## config.mk

```make
export PLATFORM = sky130hd
export DESIGN_NAME = ma_stage
export DESIGN_NICKNAME = d
export VERILOG_FILES = /design/src/rtl/ma_stage_pkg.sv /design/src/rtl/ma_rdata_hold.sv /design/src/rtl/ma_stage.sv
export SDC_FILE = /design/constraint.sdc
export NUM_CORES = 1
export LEC_CHECK = 0
export ABC_AREA = 1
export CAP_MARGIN = 10
export CELL_PAD_IN_SITES_DETAIL_PLACEMENT = 0
export CELL_PAD_IN_SITES_GLOBAL_PLACEMENT = 2
export CORE_MARGIN = 3
export CORE_UTILIZATION = 23
export CTS_CLUSTER_SIZE = 25
export DETAILED_ROUTE_END_ITERATION = 6
export PLACE_DENSITY_LB_ADDON = 0.1
export SLEW_MARGIN = 20
export SYNTH_ARGS = -nofsm -noshare
export SYNTH_HDL_FRONTEND = slang
export SYNTH_SLANG_ARGS = --single-unit
```

## constraint.sdc

```tcl
create_clock -name clk -period 4.35 [get_ports clk]
set_clock_uncertainty 0.05 [all_clocks]
set_input_delay 0.6525 -clock clk [delete_from_list [all_inputs] [get_ports clk]]
set_output_delay 0.6525 -clock clk [all_outputs]
set_load 0.03 [all_outputs]
```

## src/rtl/ma_stage_pkg.sv

```systemverilog
// Shared widths and field offsets for the execute -> memory -> write-back buses.
package ma_stage_pkg;

    localparam int unsigned EX_MA_BUS_WIDTH = 71;
    localparam int unsigned MA_WB_BUS_WIDTH = 70;
    localparam int unsigned MA_ID_BUS_WIDTH = 38;

    localparam int unsigned WORD_W = 32;
    localparam int unsigned DEST_W = 5;

    // ex_to_ma_bus: {res_from_mem, gr_we, dest, alu_result, pc}
    localparam int unsigned EX_RES_FROM_MEM_BIT = 70;
    localparam int unsigned EX_GR_WE_BIT        = 69;
    localparam int unsigned EX_DEST_LSB         = 64;
    localparam int unsigned EX_ALU_RESULT_LSB   = 32;
    localparam int unsigned EX_PC_LSB           = 0;

    // ma_to_wb_bus: {gr_we, dest, final_result, pc}
    localparam int unsigned WB_GR_WE_BIT        = 69;
    localparam int unsigned WB_DEST_LSB         = 64;
    localparam int unsigned WB_RESULT_LSB       = 32;
    localparam int unsigned WB_PC_LSB           = 0;

endpackage

```

## src/rtl/ma_rdata_hold.sv

```systemverilog
// Holds the one-cycle-lived SRAM read word across write-back stalls and
// selects the final result for the memory stage.
module ma_rdata_hold
    import ma_stage_pkg::*;
(
    input  logic              clk,
    input  logic              rst,
    input  logic              accept,
    input  logic              valid,
    input  logic              wb_allowin,
    input  logic              res_from_mem,
    input  logic [WORD_W-1:0] alu_result,
    input  logic [WORD_W-1:0] data_sram_rdata,
    output logic [WORD_W-1:0] final_result
);

    logic              first_cyc_q;
    logic [WORD_W-1:0] rbuf_q;
    logic              rbuf_vld_q;
    logic              capture;
    logic              rbuf_clr;

    // SRAM data is only live in the first cycle; grab it if we cannot leave yet.
    assign capture  = valid & first_cyc_q & res_from_mem & ~wb_allowin;
    assign rbuf_clr = (valid & wb_allowin) | accept;

    // Mark the first cycle an instruction spends in this stage.
    always_ff @(posedge clk or posedge rst) begin
        if (rst) begin
            first_cyc_q <= 1'b0;
        end else begin
            first_cyc_q <= accept;
        end
    end

    // Capture buffer and its valid flag.
    always_ff @(posedge clk or posedge rst) begin
        if (rst) begin
            rbuf_q     <= '0;
            rbuf_vld_q <= 1'b0;
        end else if (capture) begin
            rbuf_q     <= data_sram_rdata;
            rbuf_vld_q <= 1'b1;
        end else if (rbuf_clr) begin
            rbuf_vld_q <= 1'b0;
        end
    end

    // Result mux: buffered word, live SRAM word, or ALU result.
    always_comb begin
        final_result = alu_result;
        if (res_from_mem) begin
            final_result = rbuf_vld_q ? rbuf_q : data_sram_rdata;
        end
    end

endmodule

```

## src/rtl/ma_stage.sv

```systemverilog
// Memory-access pipeline stage: registers the execute bus, picks the final
// result and drives the forwarding bus back to decode.
module ma_stage
    import ma_stage_pkg::*;
#(
    parameter int unsigned EX_MA_BUS_W = EX_MA_BUS_WIDTH,
    parameter int unsigned MA_WB_BUS_W = MA_WB_BUS_WIDTH,
    parameter int unsigned MA_ID_BUS_W = MA_ID_BUS_WIDTH
) (
    input  logic                   clk,
    input  logic                   rst,
    input  logic                   ex_validout,
    input  logic                   wb_allowin,
    output logic                   ma_allowin,
    output logic                   ma_validout,
    input  logic [EX_MA_BUS_W-1:0] ex_to_ma_bus,
    input  logic [WORD_W-1:0]      data_sram_rdata,
    output logic [MA_WB_BUS_W-1:0] ma_to_wb_bus,
    output logic [MA_ID_BUS_W-1:0] ma_to_id_bus
);

    logic                   valid_q;
    logic [EX_MA_BUS_W-1:0] bus_q;
    logic                   accept;
    logic                   res_from_mem;
    logic                   gr_we;
    logic [DEST_W-1:0]      dest;
    logic [WORD_W-1:0]      alu_result;
    logic [WORD_W-1:0]      pc;
    logic [WORD_W-1:0]      final_result;

    // This stage always completes in one cycle, so only write-back can stall it.
    assign ma_allowin  = ~valid_q | wb_allowin;
    assign ma_validout = valid_q;
    assign accept      = ex_validout & ma_allowin;

    assign res_from_mem = bus_q[EX_RES_FROM_MEM_BIT];
    assign gr_we        = bus_q[EX_GR_WE_BIT];
    assign dest         = bus_q[EX_DEST_LSB +: DEST_W];
    assign alu_result   = bus_q[EX_ALU_RESULT_LSB +: WORD_W];
    assign pc           = bus_q[EX_PC_LSB +: WORD_W];

    // Stage occupancy.
    always_ff @(posedge clk or posedge rst) begin
        if (rst) begin
            valid_q <= 1'b0;
        end else if (ma_allowin) begin
            valid_q <= ex_validout;
        end
    end

    // Instruction payload, loaded only on acceptance.
    always_ff @(posedge clk or posedge rst) begin
        if (rst) begin
            bus_q <= '0;
        end else if (accept) begin
            bus_q <= ex_to_ma_bus;
        end
    end

    ma_rdata_hold u_rdata_hold (
        .clk             (clk),
        .rst             (rst),
        .accept          (accept),
        .valid           (valid_q),
        .wb_allowin      (wb_allowin),
        .res_from_mem    (res_from_mem),
        .alu_result      (alu_result),
        .data_sram_rdata (data_sram_rdata),
        .final_result    (final_result)
    );

    // Outgoing buses; a zero forwarding dest means "no producer" to decode.
    always_comb begin
        ma_to_wb_bus = {gr_we, dest, final_result, pc};
        ma_to_id_bus = {valid_q & res_from_mem,
                        dest & {DEST_W{valid_q & gr_we}},
                        final_result};
    end

endmodule

```

==> results.json <==
{
  "outcome": "finished clean",
  "setup_viol": 0,
  "drv_cap": 0,
  "crit_type": "reg -> out",
  "numCtsBuffers": 9,
  "fmax_ghz": 0.303,
  "hold_viol": 0,
  "placedCellCount": 1073,
  "route.detailed.drc": 0,
  "cts_buffer_depth": 2,
  "diodes": 0,
  "period_needed_ps": 3300,
  "arrival_ps": 2600,
  "rows": 54,
  "synthCells": 676,
  "path_cells": "buf_12 > nor2_1 > a31oi_1 > clkdlybuf4s50_1",
  "ys_seq_area_share_pct": 50.1,
  "rsz0062_at_grt": "false",
  "place.gp.congestion": 0.726,
  "critPathLaunchType": "flop",
  "groute.usage.overall_pct": 13.8,
  "avgSynthCellArea_um2": 7.83,
  "cts_root_buf": "clkbuf_16",
  "die_w_um": 158,
  "grt-ovfl-total": 0,
  "wl_per_cell_um": 15.7,
  "tritoncts": "yes",
  "nNetsFinal": 911,
  "yosysUniqueCellTypes": 16,
  "cts_htree_levels": 3,
  "yosys_warnings": 0,
  "synthArstFlopShare_pct": 100,
  "antenna_left": 0,
  "finalSetupTns_ps": 0,
  "vdd.ir_drop.worst_uv": 165,
  "synth_area_leader_cell": "dfrtp_1",
  "critical-path-max-stage-delay_ps": 840,
  "register_area_um2": 2650,
  "ys.flop_type": "dfrtp_1",
  "cp_top_family": "buffers and inverters",
  "post-route-period-util_pct": 75.8,
  "powerDensity_nw_per_um2": 456,
  "via_count": 4548,
  "end_kind": "output port",
  "grt_pass1_vias": 4701,
  "yosysMostFrequentCell": "nand2_1",
  "tightest_slew_ps": 954,
  "cts_hold_buf": 0,
  "synthToLayoutAreaGrowth_pct": 39.4,
  "synthesis.area_um2": 5300,
  "grt_pass1_wl_um": 26600,
  "clock_latency_ps": 350,
  "hpwl_um": 11300,
  "drt-total-wl_um": 17100,
  "dpl_cell_area_um2": 7080,
  "cts_setup_buffers": 0,
  "cp_max_fo": 37,
  "hold_class": "reg -> reg",
  "slew_violations": 0,
  "multi_input_area_um2": 1810,
  "drt_first_pass_iters": 5,
  "grt_max_degree": 73,
  "ys_ff_latch": 106,
  "synth.top_cells.by_area": "dfrtp_1, nand2_1, buf_4, a31oi_1, nor2_1",
  "path_buf_inv": 2,
  "vias_per_cell": 4.18,
  "io_buffers": 216,
  "synth_nets": 783,
  "cts.repair.resized": 0,
  "final_area_um2": 7380,
  "dr.first_iter.drc_count": 177,
  "fillers": 2311,
  "die_h_um": 158,
  "synth_top_area_share_pct": 50.1,
  "start_util_pct": 23.8,
  "clock_sinks": 106,
  "die_area_um2": 24900,
  "slowest_stage": "dfrtp_2",
  "antenna_found_initial": 0,
  "drive_gt1_share_pct": 3.96,
  "required_ps": 3650,
  "p_leak_nw": 3.54,
  "synth-edff-count": 0,
  "synth.cells.most_frequent": "nand2_1, dfrtp_1, buf_4, nor2_1, a31oi_1",
  "fin_cells": 1089,
  "io_pins": 217,
  "clk_pin_slew_worst_paths_ps": 70,
  "slew_headroom_pct": 36.3,
  "core_um2": 22200
}
-- area by class of cell --
class	instances	share of cell area (%)
tap	280	4.75
multi-input combinational	454	24.5
sequential	106	36.0
inverter	12	0.712
clock inverter	7	1.02
clock buffer	9	3.05
timing repair buffer	221	30.0
-- logic make-up (layout without fill, tap and decap cells) --
kind of cell | after synthesis | in the layout | synth area share, %
simple gates | 421 | 421 | 30.3
buf+inv | 116 | 249 | 15.7
flops | 106 | 106 | 50.1
compound gates | 33 | 33 | 3.95
-- cell usage in the layout, fill, tap and decap left out, drive strengths merged --
| cell type | Yosys | routed |
|---|---|---|
| a21oi | 1 | 1 |
| a31oi | 32 | 32 |
| buf | 104 | 5 |
| bufinv | 0 | 1 |
| clkbuf | 0 | 9 |
| clkdlybuf4s50 | 0 | 216 |
| clkinv | 0 | 3 |
| dfrtp | 106 | 106 |
| inv | 12 | 15 |
| nand2 | 380 | 380 |
| nor2 | 41 | 41 |
-- per-stage QoR --
stage	utilization [%]	total power, mW	hold WS [ps]	setup slack [ps]
2_1_floorplan	-	2.14	399	859
3_3_place_gp	31.9	2.54	412	1320
3_5_place_dp	31.9	2.54	414	1330
4_1_cts	33.2	3.43	436	1000
5_1_grt	33.2	3.58	452	844
6_report	33.2	3.37	431	1050
-- where the power goes --
part | internal (mW) | total, mW | switching [mW] | leakage [nW]
Combinational | 0.500 | 1.20 | 0.701 | 2.08
Sequential | 1.18 | 1.31 | 0.125 | 1.31
Clock | 0.453 | 0.859 | 0.406 | 0.151
-- flip-flops by register name, indices dropped and copies added (netlist names) --
register,count
u_rdata_hold.first_cyc_q,1
bus_q,71
u_rdata_hold.rbuf_vld_q,1
ma_validout,1
u_rdata_hold.rbuf_q,32
-- worst paths after layout --
path                       depth (start not counted)                                   to  slack, ps                                from
min                                                2   u_rdata_hold.rbuf_q[1]$_DFFE_PP0P_        430  u_rdata_hold.rbuf_q[1]$_DFFE_PP0P_
min in group asynchronous                          2                bus_q[16]$_DFFE_PP0P_        780                                 rst
min reg2reg                                        2   u_rdata_hold.rbuf_q[1]$_DFFE_PP0P_        430  u_rdata_hold.rbuf_q[1]$_DFFE_PP0P_
max                                                4                     ma_to_wb_bus[60]       1050               bus_q[70]$_DFFE_PP0P_
max reg2reg                                        5  u_rdata_hold.rbuf_q[31]$_DFFE_PP0P_       1940               bus_q[70]$_DFFE_PP0P_
max in group asynchronous                          3   u_rdata_hold.rbuf_q[3]$_DFFE_PP0P_       2630                                 rst
-- per-layer routing --
layer  share of wire, %  vias to the layer above  wire length (um)  track usage (%)
met5                  0                        -                 0                0
met4               0.99                        0               169             3.35
met3                8.4                       10              1440             4.59
met2                 45                      169              7760             21.8
met1                 45                     2118              7700             18.3
li1                   -                     2251                 -                -
-- worst register-to-register path, delay by kind of cell (launching register included) --
family | cells | cell delay (ps)
buf+inv | 1 | 280
flops | 1 | 840
simple gates | 4 | 1170
(Power assumes the default switching activity.)
